$ cat config.mk
export PLATFORM = sky130hd
export DESIGN_NAME = time_counter_flat
export DESIGN_NICKNAME = d
export VERILOG_FILES = /design/src/rtl/time_counter_if.sv /design/src/rtl/time_counter.sv /design/src/flat_wrapper.sv
export SDC_FILE = /design/constraint.sdc
export NUM_CORES = 1
export LEC_CHECK = 0
export BUFFER_PORTS_ARGS = -buffer_cell sky130_fd_sc_hd__clkbuf_2
export CELL_PAD_IN_SITES_DETAIL_PLACEMENT = 0
export CELL_PAD_IN_SITES_GLOBAL_PLACEMENT = 1
export CORE_MARGIN = 5
export CORE_UTILIZATION = 35
export CTS_CLUSTER_DIAMETER = 120
export DETAILED_ROUTE_END_ITERATION = 16
export PLACE_DENSITY = 0.58
export RECOVER_POWER = 50
export SYNTH_ARGS = -nofsm -noshare
export SYNTH_HDL_FRONTEND = slang
export SYNTH_SLANG_ARGS = --single-unit
export TNS_END_PERCENT = 50
$ cat constraint.sdc
create_clock -name clk -period 8 [get_ports clk]
set_clock_uncertainty 0.15 [all_clocks]
set_input_delay 0.4 -clock clk [delete_from_list [all_inputs] [get_ports clk]]
set_output_delay 0.4 -clock clk [all_outputs]
set_load 0.005 [all_outputs]
$ cat src/rtl/time_counter_if.sv
// time_counter_if: button inputs and display-side outputs of the BCD timekeeping core.
//   btn_mode, btn_inc    raw push buttons (active-high, asynchronous to clk)
//   number0..number5     BCD digits: S ones, S tens, M ones, M tens, H ones, H tens
//   set_mode             00 RUN, 01 SET_HR, 10 SET_MIN
//   sec_tick             one-cycle pulse per prescaler wrap
//   pm                   PM flag (12-hour build only, otherwise 0)
// Modport master is the timekeeping core; slave is the button/display side.
interface time_counter_if;
  logic       btn_mode;
  logic       btn_inc;
  logic [3:0] number0;
  logic [3:0] number1;
  logic [3:0] number2;
  logic [3:0] number3;
  logic [3:0] number4;
  logic [3:0] number5;
  logic [1:0] set_mode;
  logic       sec_tick;
  logic       pm;

  modport master (
    input  btn_mode, btn_inc,
    output number0, number1, number2, number3, number4, number5,
    output set_mode, sec_tick, pm
  );

  modport slave (
    output btn_mode, btn_inc,
    input  number0, number1, number2, number3, number4, number5,
    input  set_mode, sec_tick, pm
  );
endinterface

$ cat src/rtl/time_counter.sv
// time_counter: BCD hours/minutes/seconds core for a six-digit 7-segment clock.
// Divides clk to a 1 Hz tick, counts time in BCD and lets the user set hours and
// minutes with a mode and an increment button (synchronized and debounced here).
// Ports:
//   clk   system clock, rising edge
//   rst   asynchronous active-high reset
//   bus   time_counter_if.master: btn_mode/btn_inc in; number0..5, set_mode,
//         sec_tick, pm out (all outputs registered)
// Parameters: CLK_HZ (prescaler period), DEBOUNCE_CYCLES (stable cycles to accept
// a button level change).
// Build option: define TIME_COUNTER_12H_EN for 12-hour mode (hours 12,01..11 and
// a PM flag); otherwise hours run 00..23 and pm stays 0.
module time_counter #(
  parameter int unsigned CLK_HZ          = 50_000_000,
  parameter int unsigned DEBOUNCE_CYCLES = 500_000
) (
  input logic            clk,
  input logic            rst,
  time_counter_if.master bus
);

  localparam int unsigned PW = (CLK_HZ > 1) ? $clog2(CLK_HZ) : 1;
  localparam int unsigned DW = (DEBOUNCE_CYCLES > 1) ? $clog2(DEBOUNCE_CYCLES) : 1;
  localparam logic [PW-1:0] PRESC_MAX = PW'(CLK_HZ - 1);
  localparam logic [DW-1:0] DB_MAX    = DW'(DEBOUNCE_CYCLES - 1);

  typedef enum logic [1:0] {
    StRun    = 2'b00,
    StSetHr  = 2'b01,
    StSetMin = 2'b10
  } state_e;

  // ---------------------------------------------------------------------------
  // Button path: bit 0 = mode, bit 1 = inc
  // ---------------------------------------------------------------------------
  logic [1:0]    raw;
  logic [1:0]    sync1_q, sync2_q;
  logic [1:0]    deb_q, deb_prev_q;
  logic [1:0]    press_q;
  logic [DW-1:0] db_cnt_q [2];
  logic          mode_evt, inc_evt;

  assign raw = {bus.btn_inc, bus.btn_mode};

  always_ff @(posedge clk or posedge rst) begin
    if (rst) begin
      sync1_q     <= '0;
      sync2_q     <= '0;
      deb_q       <= '0;
      deb_prev_q  <= '0;
      press_q     <= '0;
      db_cnt_q[0] <= '0;
      db_cnt_q[1] <= '0;
    end else begin
      sync1_q    <= raw;
      sync2_q    <= sync1_q;
      deb_prev_q <= deb_q;
      // Registered rising edge of the debounced level; releases give nothing.
      press_q    <= deb_q & ~deb_prev_q;
      for (int i = 0; i < 2; i++) begin
        if (sync2_q[i] == deb_q[i]) begin
          db_cnt_q[i] <= '0;
        end else if (db_cnt_q[i] == DB_MAX) begin
          deb_q[i]    <= sync2_q[i];
          db_cnt_q[i] <= '0;
        end else begin
          db_cnt_q[i] <= db_cnt_q[i] + 1'b1;
        end
      end
    end
  end

  // Mode wins over a coincident increment.
  assign mode_evt = press_q[0];
  assign inc_evt  = press_q[1] & ~press_q[0];

  // ---------------------------------------------------------------------------
  // Mode FSM
  // ---------------------------------------------------------------------------
  state_e state_q, state_d;

  always_comb begin
    state_d = state_q;
    if (mode_evt) begin
      unique case (state_q)
        StRun:    state_d = StSetHr;
        StSetHr:  state_d = StSetMin;
        default:  state_d = StRun;
      endcase
    end
  end

  // ---------------------------------------------------------------------------
  // Prescaler: runs only in RUN, held at 0 while setting so the first tick after
  // leaving SET_MIN comes a full period later.
  // ---------------------------------------------------------------------------
  logic [PW-1:0] presc_q;
  logic          sec_tick_q;

  always_ff @(posedge clk or posedge rst) begin
    if (rst) begin
      presc_q    <= '0;
      sec_tick_q <= 1'b0;
    end else begin
      sec_tick_q <= (state_q == StRun) && (presc_q == PRESC_MAX);
      if ((state_q != StRun) || (presc_q == PRESC_MAX)) begin
        presc_q <= '0;
      end else begin
        presc_q <= presc_q + 1'b1;
      end
    end
  end

  // ---------------------------------------------------------------------------
  // Time digits
  // ---------------------------------------------------------------------------
  logic [3:0] h1_q, h0_q, m1_q, m0_q, s1_q, s0_q;
  logic [3:0] h1_d, h0_d, m1_d, m0_d, s1_d, s0_d;
  logic [3:0] h1_inc, h0_inc, m1_inc, m0_inc;
  logic       pm_q, pm_d, pm_flip;

  // Incremented hour/minute values, shared by the RUN cascade and the set modes.
  always_comb begin
    m0_inc  = (m0_q == 4'd9) ? 4'd0 : m0_q + 4'd1;
    m1_inc  = (m0_q == 4'd9) ? ((m1_q == 4'd5) ? 4'd0 : m1_q + 4'd1) : m1_q;
    pm_flip = 1'b0;
`ifdef TIME_COUNTER_12H_EN
    if (h1_q == 4'd1 && h0_q == 4'd2) begin
      h1_inc = 4'd0;
      h0_inc = 4'd1;
    end else if (h1_q == 4'd1 && h0_q == 4'd1) begin
      h1_inc  = 4'd1;
      h0_inc  = 4'd2;
      pm_flip = 1'b1;
    end else if (h0_q == 4'd9) begin
      h1_inc = 4'd1;
      h0_inc = 4'd0;
    end else begin
      h1_inc = h1_q;
      h0_inc = h0_q + 4'd1;
    end
`else
    if (h1_q == 4'd2 && h0_q == 4'd3) begin
      h1_inc = 4'd0;
      h0_inc = 4'd0;
    end else if (h0_q == 4'd9) begin
      h1_inc = h1_q + 4'd1;
      h0_inc = 4'd0;
    end else begin
      h1_inc = h1_q;
      h0_inc = h0_q + 4'd1;
    end
`endif
  end

  always_comb begin
    h1_d = h1_q;
    h0_d = h0_q;
    m1_d = m1_q;
    m0_d = m0_q;
    s1_d = s1_q;
    s0_d = s0_q;
    pm_d = pm_q;
    unique case (state_q)
      StRun: begin
        // Whole cascade resolves in one cycle so no intermediate digits appear.
        if (sec_tick_q) begin
          if (s0_q == 4'd9) begin
            s0_d = 4'd0;
            if (s1_q == 4'd5) begin
              s1_d = 4'd0;
              m1_d = m1_inc;
              m0_d = m0_inc;
              if (m1_q == 4'd5 && m0_q == 4'd9) begin
                h1_d = h1_inc;
                h0_d = h0_inc;
                pm_d = pm_q ^ pm_flip;
              end
            end else begin
              s1_d = s1_q + 4'd1;
            end
          end else begin
            s0_d = s0_q + 4'd1;
          end
        end
      end
      StSetHr: begin
        if (inc_evt) begin
          h1_d = h1_inc;
          h0_d = h0_inc;
          pm_d = pm_q ^ pm_flip;
        end
      end
      StSetMin: begin
        if (inc_evt) begin
          m1_d = m1_inc;
          m0_d = m0_inc;
        end
        if (mode_evt) begin
          s1_d = 4'd0;
          s0_d = 4'd0;
        end
      end
      default: ;
    endcase
  end

  always_ff @(posedge clk or posedge rst) begin
    if (rst) begin
      state_q <= StRun;
`ifdef TIME_COUNTER_12H_EN
      h1_q    <= 4'd1;
      h0_q    <= 4'd2;
`else
      h1_q    <= 4'd0;
      h0_q    <= 4'd0;
`endif
      m1_q    <= 4'd0;
      m0_q    <= 4'd0;
      s1_q    <= 4'd0;
      s0_q    <= 4'd0;
      pm_q    <= 1'b0;
    end else begin
      state_q <= state_d;
      h1_q    <= h1_d;
      h0_q    <= h0_d;
      m1_q    <= m1_d;
      m0_q    <= m0_d;
      s1_q    <= s1_d;
      s0_q    <= s0_d;
      // pm_flip is constant 0 in the 24-hour build, so this flop stays at 0.
      pm_q    <= pm_d;
    end
  end

  assign bus.number0  = s0_q;
  assign bus.number1  = s1_q;
  assign bus.number2  = m0_q;
  assign bus.number3  = m1_q;
  assign bus.number4  = h0_q;
  assign bus.number5  = h1_q;
  assign bus.set_mode = state_q;
  assign bus.sec_tick = sec_tick_q;
  assign bus.pm       = pm_q;

endmodule

$ cat src/flat_wrapper.sv
// flat-port wrapper written by rule: the top's interface ports become plain ports
module time_counter_flat 
#(
  parameter int unsigned CLK_HZ          = 50_000_000,
  parameter int unsigned DEBOUNCE_CYCLES = 500_000
)
  (clk, rst, bus_btn_mode, bus_btn_inc, bus_number0, bus_number1, bus_number2, bus_number3, bus_number4, bus_number5, bus_set_mode, bus_sec_tick, bus_pm);
  time_counter_if bus_i ();
  input logic clk;
  input logic rst;
  input wire logic [$bits(bus_i.btn_mode)-1:0] bus_btn_mode;
  input wire logic [$bits(bus_i.btn_inc)-1:0] bus_btn_inc;
  output wire logic [$bits(bus_i.number0)-1:0] bus_number0;
  output wire logic [$bits(bus_i.number1)-1:0] bus_number1;
  output wire logic [$bits(bus_i.number2)-1:0] bus_number2;
  output wire logic [$bits(bus_i.number3)-1:0] bus_number3;
  output wire logic [$bits(bus_i.number4)-1:0] bus_number4;
  output wire logic [$bits(bus_i.number5)-1:0] bus_number5;
  output wire logic [$bits(bus_i.set_mode)-1:0] bus_set_mode;
  output wire logic [$bits(bus_i.sec_tick)-1:0] bus_sec_tick;
  output wire logic [$bits(bus_i.pm)-1:0] bus_pm;
  assign bus_i.btn_mode = bus_btn_mode;
  assign bus_i.btn_inc = bus_btn_inc;
  assign bus_number0 = bus_i.number0;
  assign bus_number1 = bus_i.number1;
  assign bus_number2 = bus_i.number2;
  assign bus_number3 = bus_i.number3;
  assign bus_number4 = bus_i.number4;
  assign bus_number5 = bus_i.number5;
  assign bus_set_mode = bus_i.set_mode;
  assign bus_sec_tick = bus_i.sec_tick;
  assign bus_pm = bus_i.pm;
  time_counter #(.CLK_HZ(CLK_HZ), .DEBOUNCE_CYCLES(DEBOUNCE_CYCLES)) u_core (.clk(clk), .rst(rst), .bus(bus_i));
endmodule
# == After elaboration in Yosys (flattened, before gate mapping) ==
# Index checks and enable logic that the tools add are counted.
# classes
n_reduce_logical,14
addsub,9
eq_ne,21
mux,43
bitwise_logic,6
# op_table
op,count
$mux 4,31
$mux 19,4
$pmux 4 s2,6
$add 19x1->19 const B,2
$eq 19x19->1 const B,2
$add 26x1->26 const B,1
$eq 26x26->1 const B,1
$mux 26,1
$add 4x1->4 const B,6
$eq 4x4->1 const B,3
$eq 4x2->1 const B,2
$eq 4x3->1 const B,2
$ne 2x1->1 const B,4
$ne 2x2->1 const B,3
$reduce_and 6->1,1
$reduce_bool 2->1,3
$reduce_and 5->1,1
$pmux 2 s2,1
$reduce_and 2->1,2
$reduce_and 4->1,1
$logic_and 1x1->1,3
$not 1->1,3
$reduce_and 3->1,1
$and 2x2->2,1
7 further kinds,8
# word_totals
wordCells,110
in_bits,4
regBits,101
output_inout_bits,28

# == Logic depth before layout (Yosys ltp) ==
# Gate-level depths: netlist of run 1.
# depth
ltp_word,8
ltp_mapped,6
mapped_depth_nobuf,6

# == Worst setup path before layout of run 1 ==
# OpenSTA, ideal clock, no wires.
# synth_timing
kind,register -> register
startpoint,register u_core.db_cnt_q[2] in the netlist's numbering
endpoint,register u_core.db_cnt_q[17] in the netlist's numbering
required_time_ps,7770
setup_ps,80
synth_period_minus_slack_ps,2012
path_buffers,1
path_slack_ps,5988
arrival_time_ps,1782
stages_incl_launch_ff,6
cell_sequence,dfrtp_1 > nand3_1 > or4_1 > buf_2 > or4_1 > a21oi_1
# synth_between
elab_chain_len,3
word_cells_on_any_way,4
cone_classes,add/sub: 1; eq/ne: 1; mux: 2
# synth_rtl
item,line,text
from (decl),time_counter.sv:40,logic [DW-1:0] db_cnt_q [2];
"from (signal, indexed assignment)",time_counter.sv:67,db_cnt_q[i] <= db_cnt_q[i] + 1'b1;
$add 19x1->19 or $eq 19x19->1 (tied branches),"time_counter.sv:67, time_counter.sv:63",
$mux 19 (*),time_counter.sv:63,end else if (db_cnt_q[i] == DB_MAX) begin
$mux 19 (*),time_counter.sv:61,if (sync2_q[i] == deb_q[i]) begin
# Mark *: on every way between the ends. The rest lies on a longest branch, timed or not.
# A chain may end at the register's enable or synchronous reset.

# == Worst setup path in the final report of run 1 ==
# layout_timing
startpoint,register u_core.presc_q[12]
endpoint,register u_core.presc_q[23]
# layout_between
elab_chain_len,3
word_cells_on_any_way,4
cone_classes,add/sub: 1; eq/ne: 1; mux: 1; reduce/logical: 1
# layout_rtl
item,line,text
from (decl),time_counter.sv:97,logic [PW-1:0] presc_q;
from (signal assigned),time_counter.sv:109,presc_q <= presc_q + 1'b1;
branches (longest 2 deep; another with $add 26x1->26),-,
$mux 26 (*),time_counter.sv:106,if ((state_q != StRun) || (presc_q == PRESC_MAX)) begin
# Mark *: on every way between the ends.

==> results of run 1 <==
-- area by class of cell --
cell class                 instances  area [um2]
clock buffer                      12       266.5
clock inverter                     3       43.79
fill                            1381        8293
inverter                          20       76.32
multi-input combinational        366        2372
sequential                       101        2527
tap                              180       225.2
timing repair buffer              36       183.9
-- worst reg2reg max path, delay by kind of cell (launching register included) --
kind / cells / cell delay [ns]
compound gates: 2 / 0.55
buf+inv: 1 / 0.87
flops: 1 / 0.45
simple gates: 2 / 0.56
-- per-layer routing --
layer,global-route usage [%],routed length (um),up-vias
met5,0,0,-
met4,4.340,125,0
met3,3.889,384,8
met2,21.20,4869,41
met1,16.83,4996,1826
li1,-,-,1878
-- sequential cells by signal (all words and copies together), names as in the netlist, 4 cells and up --
signal,cells
u_core.bus.number0,4
u_core.bus.number1,4
u_core.bus.number2,4
u_core.bus.number3,4
u_core.bus.number4,4
u_core.bus.number5,4
u_core.db_cnt_q,38
u_core.presc_q,26
-- worst paths after layout --
path | endpoint | slack (ns)
setup / recovery | u_core.presc_q[23]$_DFF_PP0_ | 5.31
setup reg to reg | u_core.presc_q[23]$_DFF_PP0_ | 5.31
hold / removal | u_core.sync2_q[1]$_DFF_PP0_ | 0.20
max in group asynchronous | u_core.db_cnt_q[29]$_DFF_PP0_ | 5.38
hold reg to reg | u_core.sync2_q[1]$_DFF_PP0_ | 0.20
min in group asynchronous | u_core.db_cnt_q[1]$_DFF_PP0_ | 0.82
-- through the flow --
stage,utilization (%),cells
2_1_floorplan,-,499
3_3_place_gp,38.43,700
3_5_place_dp,38.43,700
4_1_cts,40.86,718
5_1_grt,40.72,718
6_report,40.72,718
-- synthesized netlist by cell type, types with 2 or more instances --
cell type,number
sky130_fd_sc_hd__dfrtp_1,101
sky130_fd_sc_hd__nor2_1,50
sky130_fd_sc_hd__nand2_1,28
sky130_fd_sc_hd__nand3_1,27
sky130_fd_sc_hd__a21oi_1,24
sky130_fd_sc_hd__o21ai_0,24
sky130_fd_sc_hd__xnor2_1,23
sky130_fd_sc_hd__inv_1,20
sky130_fd_sc_hd__xor2_1,20
sky130_fd_sc_hd__nand4_1,19
sky130_fd_sc_hd__nor3_1,15
sky130_fd_sc_hd__o31ai_1,14
sky130_fd_sc_hd__or3_1,13
sky130_fd_sc_hd__or4_1,12
sky130_fd_sc_hd__ha_1,11
sky130_fd_sc_hd__and4_1,10
sky130_fd_sc_hd__mux2_2,9
sky130_fd_sc_hd__nor4_1,8
sky130_fd_sc_hd__and2_1,7
sky130_fd_sc_hd__clkbuf_1,7
sky130_fd_sc_hd__nor2b_1,6
sky130_fd_sc_hd__buf_2,4
sky130_fd_sc_hd__nand3b_1,4
sky130_fd_sc_hd__nand2b_1,3
sky130_fd_sc_hd__nand4b_1,3
sky130_fd_sc_hd__nor3b_1,3
sky130_fd_sc_hd__nor4bb_1,3
sky130_fd_sc_hd__o21a_1,3
sky130_fd_sc_hd__a21o_1,2
sky130_fd_sc_hd__and3b_1,2
sky130_fd_sc_hd__and4b_1,2
sky130_fd_sc_hd__mux2i_1,2
sky130_fd_sc_hd__o22ai_1,2
-- cells by family (layout without fill, tap and decap cells) --
family          count (synthesis)  in the layout  synth area share (%)
flops                         101            101                 50.26
buf+inv                        32             71                 2.563
compound gates                 79             79                 9.828
xor+xnor                       43             43                 7.489
other cells                     1              1               0.07457
mux                            11             11                 2.414
fa+ha+maj                      11             11                 2.737
simple gates                  221            221                 24.63
-- power groups by stage --
stage | combinational (mW) | clock, mW | sequential (mW)
2_1_floorplan | 0.0151 | 0 | 0.526
3_3_place_gp | 0.0215 | 0 | 0.527
3_5_place_dp | 0.0218 | 0 | 0.527
4_1_cts | 0.0229 | 0.478 | 0.517
5_1_grt | 0.0259 | 0.498 | 0.517
6_report | 0.0214 | 0.457 | 0.517
-- cells in the final DEF (no fill, tap or decap), types with 15 or more instances in the layout --
cell type,n
sky130_fd_sc_hd__a21oi_1,24
sky130_fd_sc_hd__clkbuf_2,18
sky130_fd_sc_hd__dfrtp_1,101
sky130_fd_sc_hd__inv_1,19
sky130_fd_sc_hd__nand2_1,28
sky130_fd_sc_hd__nand3_1,27
sky130_fd_sc_hd__nand4_1,19
sky130_fd_sc_hd__nor2_1,50
sky130_fd_sc_hd__nor3_1,15
sky130_fd_sc_hd__o21ai_0,25
sky130_fd_sc_hd__xnor2_1,23
sky130_fd_sc_hd__xor2_1,20
==> metrics list, run 1 <==
- Run status: finished with violations
* Violated checks: capacitance limit, slew limit
- The post-route netlist has 9.108% of its cells at a drive strength greater than 1.
* Later-pin clock latency in the skew report: 0.35 ns
- After synthesis, the cell types taking the most area are sky130_fd_sc_hd__dfrtp_1, sky130_fd_sc_hd__xnor2_1, sky130_fd_sc_hd__nor2_1.
* Via count of the first global-routing pass: 3693
* Hold WC Path Type: register to register
- Number of warnings printed during yosys synthesis: 0
* Reg-to-reg critical path startpoint: u_core.presc_q[12]$_DFF_PP0_
* CP Cell Sequence: and4_1 > nand4_1 > o31ai_2 > clkbuf_1 > o21ba_2
- Number of buffers inserted during clock tree synthesis: 9
- Endpoint type of the worst setup path: register
- The count of endpoints failing hold in the final timing report was 0.
- Mapped Area: 5029 um2
- The worst setup path is launched from a register.
- Post-route antenna net violation count: 0
- I/O pins: 32
- The routed design could run at a clock period as short as 2.692 ns.
- In this run, synthesis produced a sequential element count of 101.
- Remaining design rule violation count: 0
- Per report_power, the clock group accounts for 45.9% of the total.
* Fraction of registers with async set/reset: 100.0%
- In the synthesized netlist, the number of instances is 499.
- The synthesized design devotes to its leading area cell type 50.26% of total area.
* Height of the die: 129.9 um
- The number of antenna violations at the first check in global routing is 0.
* Average wire length per cell after detail routing: 14.45 um
* Post-placement worst setup slack: 5.741 ns
- Clock-pin slew was measured on the worst setup and hold paths at 0.07 ns.
- In this run the most critical hold path is launched from u_core.sync1_q[1]$_DFF_PP0_.
- Clock Tree Root: sky130_fd_sc_hd__clkbuf_16
- The floorplan has 43 rows.
* GRT Residual Overflow: 0
- Unrepaired setup endpoints after global routing: no
* Signal arrival time at the worst endpoint: 2.78 ns
- Final weighted congestion in routability-driven placement: 0.7894
* Clock sink count: 101
- Count of buffers from port buffering: 30
* Die area: 16860 um2
- Setup slack closes at 5.308 ns.
* Global-route wire length before repair: 17730 um
- Together, buffers and inverters on the worst path number 1.
- Via-per-instance ratio: 5.227
- In the finished design, the share of the clock period the worst path needs comes to 33.65%.
- The final-report max-slew violation count was 37.
* Setup repair bufs after CTS: 0
- Worst setup startpoint: u_core.presc_q[12]$_DFF_PP0_
- Setup TNS: 0 ns
- On the worst path, the slowest cell contributes a delay of 0.87 ns.
- Hold buffer count at CTS: 3
- The kind of cell with the highest combined delay along the critical path is buffers and inverters.
- Category of the most critical setup path: register to register
- P_leak: 2.379 nW
- After detailed routing, the total wire length is 10380 um.
- The synthesized design contains 0 enable-type register cells.
- The tightest hold path in the finished design has a slack of 0.1997 ns.
* Cells on worst reg2reg path: 5
- Data required time of the critical path: 8.09 ns
- The number of antenna diodes in the final layout is 0.
- Critical path depth in cells: 5
- Worst hold path stage count: 0
* Area Overhead vs Synth: 13.26%
* DRT iter0 DRCs: 149
- TritonCTS built the clock tree.
- CTS built an H-tree with a depth of 3.
- After routing the design area is 5695 um2.
- Internal Power: 785.6 uW
* Slowest CP cell: sky130_fd_sc_hd__clkbuf_1
- Setup violations remaining at the end of the flow were counted as 0.
* Syn_nets: 514
- The tool flagged a number of max-cap violations equal to 1.
* Least-Margin Pin Slew: 1.638 ns
* Worst slew margin: -9.779%
- Along the worst path, the maximum fanout reaches 25.
* Count of different cell masters after synthesis: 51
- Share of synthesized area occupied by flip-flops and latches: 50.26%
- For this run, the detailed router's first-pass iteration total came to 4.
- Mean area per synthesized cell: 10.08 um2
* Standard cell area after detailed placement: 5375 um2
* Power dissipated by switching net loads: 209.8 uW
- Once detailed placement completed, the half-perimeter wirelength came to 7068 um.
- Sequential share of power: 51.9%
* Power density cells: 174.8 nW/um2
- Area leader, netlist: sky130_fd_sc_hd__dfrtp_1
* Max clock buf depth: 2
- Total power of the final layout: 995.4 uW
* Relative contribution of combinational cells to total power: 2.1%
- Worst vdd ir: 0.0001153 V
- The region available for standard cell placement spans 13990 um2.
- Initial Util: 35.95%
* DR vias: 3753
- Horiz. Die Dim: 129.9 um
* Max Clk Rate: 371.5 MHz
* Most frequently used flop master after synthesis: sky130_fd_sc_hd__dfrtp_1
- In this run, post-CTS repair resized a total of 0 instances.
- The final layout contains 549 nets.
- Switching share of total power: 21.08%
- Global routing usage summed across all routing layers: 13.09%
* Maximum number of pins on one net before global-route repair: 67
No activity file was read; power rests on OpenSTA's default activity.
==> inputs of run 2 (changes only) <==
--- a/config.mk
+++ b/config.mk
@@ -12,7 +12,7 @@
 export CORE_UTILIZATION = 35
 export CTS_CLUSTER_DIAMETER = 120
 export DETAILED_ROUTE_END_ITERATION = 16
-export PLACE_DENSITY = 0.58
+export PLACE_DENSITY = 0.61
 export RECOVER_POWER = 50
 export SYNTH_ARGS = -nofsm -noshare
 export SYNTH_HDL_FRONTEND = slang
==> constraint.sdc (replaced) <==
create_clock -name clk -period 2.4 [get_ports clk]
set_clock_uncertainty 0.15 [all_clocks]
set_input_delay 0.12 -clock clk [delete_from_list [all_inputs] [get_ports clk]]
set_output_delay 0.12 -clock clk [all_outputs]
set_load 0.005 [all_outputs]
==> run 2 against run 1 <==
  * Sequential share of layout area down 0.75 points
  * Total power increased to 3.3 times the previous value
  * Register-to-register slack worse by 5.1 ns
  * Clock power rose to 3.2 times the previous value
  * Highest routed layer unchanged
  * Critical endpoint is now u_core.db_cnt_q[17]$_DFF_PP0_
  * Largest cell class unchanged
  * Fmax rose by 25%
  * Utilization grew 0.70 points
  * Global-route usage increased by 0.27 points
  * Critical path type unchanged
  * The run now ends clean
  * Setup slack worse by 5.1 ns
  * Critical path depth shrank 1
  * Flip-flop and latch count unchanged
==> metrics list, run 2 (synthesis results as in run 1) <==
- Run status: completed
- Die area: 16860 um2 (unchanged)
* Max Clk Rate: 462.7 MHz (+25%)
- The worst hold path belongs to the class register to register.
- Number of slew-limit violations in the final report: 0 (-100%)
* Clock sink count: 101 (unchanged)
* Internal Power: 2.578 mW (+230%)
- Biggest regs: u_core.db_cnt_q x38, u_core.presc_q x26
- The final layout net count came to 559 (+1.8%).
- The filler cell count in the final layout was 1388 (+0.51%).
- The largest voltage drop on the vdd net came to 0.0003676 V (+220%).
- The register cell area after layout came to 2527 um2 (unchanged).
- Max clock buf depth: 2 (unchanged)
* Fin crit share: 90.04% (+56 points)
- Via-per-instance ratio: 5.221 (-0.12%)
- The reported leakage power was 2.434 nW (+2.3%).
- Clock network fraction of design power: 45.0% (-0.9 points)
* Core area: 13990 um2 (unchanged)
- The clock latency on the worst-skew pair is 0.35 ns (about the same).
- Endpoint type of the worst setup path: register
- The total wirelength of the detailed-routed design was 10280 um (-0.97%).
- The root buffer cell chosen for the clock tree is sky130_fd_sc_hd__clkbuf_16.
* DRT iter0 DRCs: 219 (+47%)
- Post-route antenna net violation count: 0 (unchanged)
- The final weighted congestion in routability-driven placement was 0.8173 (+3.5%).
- The overflow left after global routing came to 0 (unchanged).
- Half-perimeter wire length of the detailed placement result: 7115 um (+0.67%)
* Category of the most critical setup path: register to register
- Global routing usage summed across all routing layers: 13.35% (+0.27 points)
- The number of maximum-capacitance constraint violations came to 0 (-1).
- The transition at the pin with the smallest max-transition slack is 1.282 ns (-0.3560 ns).
- The signal arrival time at the worst endpoint came to 2.28 ns (-0.50 ns).
- Setup repair bufs after CTS: 0 (unchanged)
- The final sum of negative setup slack is 0 ns (unchanged).
* DR vias: 3806 (+1.4%)
* Number of core rows: 43 (unchanged)
* Post-route core utilization: 41.41% (+0.70 points)
- The worst-case reg-to-reg path depth is 4 (-1).
* Register ranked first by flip-flop count: u_core.db_cnt_q
* Area Overhead vs Synth: 15.20%
* Commonest non-fill, non-tap cells in the layout: sky130_fd_sc_hd__dfrtp_1, sky130_fd_sc_hd__nor2_1, sky130_fd_sc_hd__nand2_1
- Sequential share of power: 52.6% (+0.7 points)
- The number of global-route vias before repair is 3875 (+4.9%).
- The library cell used most frequently in the layout, excluding fill and tap cells, is sky130_fd_sc_hd__dfrtp_1.
- Flip-flop count of the largest register after layout: 38 (unchanged)
- The count of endpoints failing hold in the final timing report came to 0 (unchanged).
- The top-level port count came to 32 (unchanged).
- TritonCTS clock tree: built
- The final critical delay including setup and external delays came to 2.161 ns (-0.5309 ns).
* Count of endpoints failing setup in the final report: 0 (unchanged)
- Worst hold path stage count: 0 (unchanged)
- The largest net degree at the start of global routing was 43 (-36%).
- Remaining design rule violation count: 0 (unchanged)
- Depth of the CTS H-tree: 3 (unchanged)
- Height of the die: 129.9 um (unchanged)
* Power density cells: 566.0 nW/um2 (+220%)
- Unrepaired setup endpoints after global routing: no
* CTS clk-pin slew, worst paths: 0.07 ns (about the same)
- The global-route wire length before repair was 18420 um (+3.9%).
* Relative contribution of combinational cells to total power: 2.4% (+0.3 points)
- Switching share of total power: 21.39% (+0.31 points)
- The net switching power figure came to 701.4 uW (+230%).
- Max Fanout on Critical Path: 7 (-72%)
- Number of buffers inserted during clock tree synthesis: 9 (unchanged)
* Initial antenna violation count: 0 (unchanged)
- Horiz. Die Dim: 129.9 um (unchanged)
- Number of diodes added for antenna fixing: 0 (unchanged)
- Worst slew margin: 14.09% (+24 points)
* Average wire length per cell after detail routing: 14.09 um (-2.5%)
- Area of the multi-input gates: 2372 um2 (unchanged)
- Share of layout cells above drive strength 1: 10.56% (+1.5 points)
- CP startpoint kind: register
- The data required time of the critical path was 2.52 ns (-5.57 ns).
* Length of the first detailed-routing pass in iterations: 4 (unchanged)
- The starting density of the core is 35.95% (unchanged).
* Count of buffers from port buffering: 30 (unchanged)
==> run 2: changes by cell type in the layout (fill, tap and decap cells not counted), sizes merged <==
cell    change
inv         +1
clkinv      -1
clkbuf      +4
buf         +7
==> run 2: worst paths after layout <==
check	startpoint	endpoint	slack [ns]
max	u_core.db_cnt_q[7]$_DFF_PP0_	u_core.db_cnt_q[17]$_DFF_PP0_	0.24
min	u_core.sync1_q[0]$_DFF_PP0_	u_core.sync2_q[0]$_DFF_PP0_	0.20
max reg2reg	u_core.db_cnt_q[7]$_DFF_PP0_	u_core.db_cnt_q[17]$_DFF_PP0_	0.24
min reg2reg	u_core.sync1_q[0]$_DFF_PP0_	u_core.sync2_q[0]$_DFF_PP0_	0.20
max in group asynchronous	rst	u_core.presc_q[19]$_DFF_PP0_	0.44
min in group asynchronous	rst	u_core.db_cnt_q[11]$_DFF_PP0_	0.42
==> run 2: stage by stage <==
stage / cells / setup slack, ns / hold slack (ns) / cell area [um2] / power [mW]
2_1_floorplan: 499 / 0.3880 / 0.001430 / 5032 / 1.804
3_3_place_gp: 710 / 0.2911 / 0.08286 / 5502 / 1.837
3_5_place_dp: 710 / 0.1371 / 0.08232 / 5502 / 1.839
4_1_cts: 729 / 0.1184 / 0.2013 / 5826 / 3.359
5_1_grt: 729 / 0.09358 / 0.2080 / 5793 / 3.432
6_report: 729 / 0.2390 / 0.1989 / 5793 / 3.279
==> run 2: worst max-delay path, stage by stage (launching register included) <==
cell and delay [ns]:
sky130_fd_sc_hd__dfrtp_1 0.46, sky130_fd_sc_hd__nand4_2 0.16, sky130_fd_sc_hd__or4_1 0.64, sky130_fd_sc_hd__or4_1 0.51
sky130_fd_sc_hd__a21oi_1 0.16
==> run 2: final cells by class <==
type	count	share of cell area [%]
sequential	101	43.63
multi-input combinational	366	40.95
timing repair buffer	46	5.140
clock buffer	13	4.320
tap	180	3.888
inverter	20	1.317
clock inverter	3	0.7559
==> run 2: power by group through the flow <==
stage          Sequential [mW]  Combinational [mW]  Clock [mW]
6_report                  1.72              0.0788        1.48
3_5_place_dp              1.76              0.0831           0
4_1_cts                   1.72              0.0872        1.55
2_1_floorplan             1.75              0.0508           0
3_3_place_gp              1.76              0.0819           0
5_1_grt                   1.72              0.0935        1.61
==> run 2: timing repair <==
action | 4_1_cts | 5_1_grt
hold endpoints to repair | 28 | 0
endpoints found under the setup margin | 0 | 3
gates resized for setup | 0 | 1
hold buffers | 3 | 0
==> run 2: layer usage <==
metal	wire length [um]	global-route usage, %
met1	4966	17.24
met2	4817	21.75
met3	328	3.438
met4	163	4.829
met5	0	0
==> inputs of run 3 (changes only) <==
--- a/config.mk
+++ b/config.mk
@@ -6,13 +6,12 @@
 export NUM_CORES = 1
 export LEC_CHECK = 0
 export BUFFER_PORTS_ARGS = -buffer_cell sky130_fd_sc_hd__clkbuf_2
-export CELL_PAD_IN_SITES_DETAIL_PLACEMENT = 0
-export CELL_PAD_IN_SITES_GLOBAL_PLACEMENT = 1
+export CORE_ASPECT_RATIO = 2
 export CORE_MARGIN = 5
 export CORE_UTILIZATION = 35
 export CTS_CLUSTER_DIAMETER = 120
 export DETAILED_ROUTE_END_ITERATION = 16
-export PLACE_DENSITY = 0.61
+export PLACE_DENSITY = 0.5
 export RECOVER_POWER = 50
 export SYNTH_ARGS = -nofsm -noshare
 export SYNTH_HDL_FRONTEND = slang
==> run 3 against run 2 <==
  * Utilization down 0.92 points
  * Non-clock buffer count up 1
  * Worst hold slack better by 0.00093 ns
  * Total power down 0.83%
  * Wire length up 4.5%
  * Largest power group unchanged
  * Register-to-register slack better by 0.02 ns
  * Clock power about the same
  * First-iteration DRC count down 50%
  * Die area up 0.86%
  * Final cell count up 1.8%
  * Global-route usage about the same
==> metrics list, run 3 (synthesis results as in run 1) <==
- Run status: completed
- DR vias: 3837 (+0.81%)
- The standard-cell row count came to 62 (+44%).
* # Max-Cap Violations: 0 (unchanged)
- The clock latency on the worst-skew pair is 0.34 ns (about the same).
* Area occupied by registers: 2527 um2 (unchanged)
* Endpoint type of the worst setup path: register
- Via-per-instance ratio: 5.171 (-0.95%)
- The die height is 179.5 um (+38%).
* Fin crit share: 89.33% (-0.71 points)
* Number of buffers inserted during clock tree synthesis: 9 (unchanged)
- Clock sink count: 101 (unchanged)
- The largest voltage drop on the vdd net was 0.0004024 V (+9.5%).
* Remaining design rule violation count: 0 (unchanged)
- The slowest stage of the critical path belongs to the cell sky130_fd_sc_hd__o31a_1.
- Length of the first detailed-routing pass in iterations: 4 (unchanged)
- TritonCTS clock tree: built
- The overflow left after global routing is 0 (unchanged).
- Depth of the CTS H-tree: 3 (unchanged)
- Area Overhead vs Synth: 14.93%
* P_leak: 2.410 nW (-1.0%)
* Final critical path time including I/O delays and setup: 2.144 ns (-0.01707 ns)
- The count of endpoints failing hold in the final timing report came to 0 (unchanged).
* Count of buffers from port buffering: 30 (unchanged)
- I/O pins: 32 (unchanged)
* Share of layout cells above drive strength 1: 10.36% (-0.20 points)
- The power density over cell area was 562.7 nW/um2 (-0.59%).
- The largest fanout on the critical path is 6 (-1).
- Signal arrival time at the worst endpoint: 2.23 ns (-0.05 ns)
* DRT iter0 DRCs: 109 (-50%)
- Global routing usage summed across all routing layers: 13.37% (+0.017 points)
* Number of diodes added for antenna fixing: 0 (unchanged)
- The top cell types in the final layout, fill and taps aside, are sky130_fd_sc_hd__dfrtp_1, sky130_fd_sc_hd__nor2_1, sky130_fd_sc_hd__nand2_1.
- Final weighted congestion in routability-driven placement: 0.7480 (-8.5%)
* Core area: 14270 um2 (+2.0%)
- The total wirelength of the detailed-routed design was 10740 um (+4.5%).
- The number of global-route vias before repair was 3895 (+0.52%).
- Max clock buf depth: 2 (unchanged)
- Biggest cell delay along the critical path: 0.42 ns (-0.22 ns)
- CP startpoint kind: register
* Filler cell count in the final layout: 1482 (+6.8%)
- The global-route wire length before repair was 18440 um (+0.11%).
- The transition at the pin with the smallest max-transition slack is 1.248 ns (-0.03368 ns).
* Flip-flop count of the largest register after layout: 38 (unchanged)
- The starting density of the core is 35.23% (-0.72 points).
* Area of the multi-input gates: 2372 um2 (unchanged)
- The remaining antenna violation count came to 0 (unchanged).
* Worst slew margin: 16.34% (+2.3 points)
- The critical path is of the register to register type.
* Largest delay contributor family on the critical path: simple AND/OR/NAND/NOR gates
- The final HPWL from detailed placement came to 7830 um (+10%).
- Maximum number of pins on one net before global-route repair: 37 (-14%)
- Register ranked first by flip-flop count: u_core.db_cnt_q
- Unrepaired setup endpoints after global routing: no
- The critical path goes through inv_1 > ha_1 > nand4b_1 > o31a_1 > nor3_1 > mux2_2.
- The maximum achievable frequency was 466.4 MHz (+0.80%).
* CTS clk-pin slew, worst paths: 0.08 ns (about the same)
* Most common cell after layout, fill and taps aside: sky130_fd_sc_hd__dfrtp_1
* Hold WC Path Type: register to register
- Horiz. Die Dim: 94.76 um (-27%)
- The data required time of the critical path is 2.48 ns (-0.04 ns).
- Number of slew-limit violations in the final report: 0 (unchanged)
- CTS placed an instance of sky130_fd_sc_hd__clkbuf_16 at the clock tree root.
* Final Worst Setup Slack: 0.2560 ns (+0.01707 ns)
- The number of antenna violations at the first check in global routing came to 0 (unchanged).
- Setup TNS: 0 ns (unchanged)
- Setup repair bufs after CTS: 0 (unchanged)
* # nets final: 560 (+0.18%)
- Crit path buffers/inverters: 1 (+1)
- The largest registers in the layout are u_core.db_cnt_q x38, u_core.presc_q x26.
- Count of endpoints failing setup in the final report: 0 (unchanged)
- The die footprint is 17010 um2 (+0.86%).
- Post-placement worst setup slack: 0.2178 ns (+0.08070 ns)
- The post-detailed-route wirelength per cell is 14.47 um (+2.7%).
[run 3: through the flow]
stage | area [um2] | cells | hold slack (ns) | power (mW) | utilization (%)
global placement | 5499 | 723 | 0.07577 | 1.834 | 38.53
global route | 5779 | 742 | 0.2195 | 3.376 | 40.49
floorplan | 5032 | 499 | 0.001430 | 1.804 | -
CTS | 5822 | 742 | 0.2003 | 3.307 | 40.79
detailed placement | 5499 | 723 | 0.08008 | 1.837 | 38.53
finish | 5779 | 742 | 0.1998 | 3.252 | 40.49
[run 3: worst paths after layout]
check | from | endpoint | slack (ns) | cells after the start
worst max register to register | u_core.bus.number0[1]$_DFFE_PP0P_ | u_core.bus.number3[1]$_DFFE_PP0P_ | 0.26 | 6
worst min register to register | u_core.sync1_q[0]$_DFF_PP0_ | u_core.sync2_q[0]$_DFF_PP0_ | 0.20 | 0
min in group asynchronous | rst | u_core.bus.number2[2]$_DFFE_PP0P_ | 0.42 | 3
worst max-delay path | u_core.bus.number0[1]$_DFFE_PP0P_ | u_core.bus.number3[1]$_DFFE_PP0P_ | 0.26 | 6
worst min-delay path | u_core.sync1_q[0]$_DFF_PP0_ | u_core.sync2_q[0]$_DFF_PP0_ | 0.20 | 0
max in group asynchronous | rst | u_core.bus.number5[1]$_DFFE_PP0P_ | 0.55 | 4
[run 3: area by class of cell]
class / instances / area share [%]
flip-flops and latches: 101 / 43.73
repair buffers: 47 / 4.676
clock inverters: 6 / 1.104
well taps: 192 / 4.157
multi-input cells: 366 / 41.05
clock buffers: 10 / 3.962
inverters: 20 / 1.321
[run 3: layer usage]
metal	track usage [%]	share of wire [%]	vias to the layer above
met5	0	0	-
met4	4.974	1.2	0
met3	1.715	1.7	7
met2	24.92	57	29
met1	14.94	40	1906
li1	-	-	1895
[run 3: worst reg2reg max path, cell delays in order, from the launching register on]
cell,delay (ns)
sky130_fd_sc_hd__dfrtp_1,0.41
sky130_fd_sc_hd__inv_1,0.08
sky130_fd_sc_hd__ha_1,0.16
sky130_fd_sc_hd__nand4b_1,0.26
sky130_fd_sc_hd__o31a_1,0.43
sky130_fd_sc_hd__nor3_1,0.20
sky130_fd_sc_hd__mux2_2,0.35
[run 3: timing repair]
action	in CTS	in global routing
endpoints found under the hold margin	25	0
hold buffers	3	0
gates resized for setup	0	0
[run 3: power by group]
group          leakage, nW  switching (mW)  internal (mW)
sequential            1.38          0.0101           1.71
clock                0.138           0.647          0.808
combinational        0.888          0.0548         0.0198
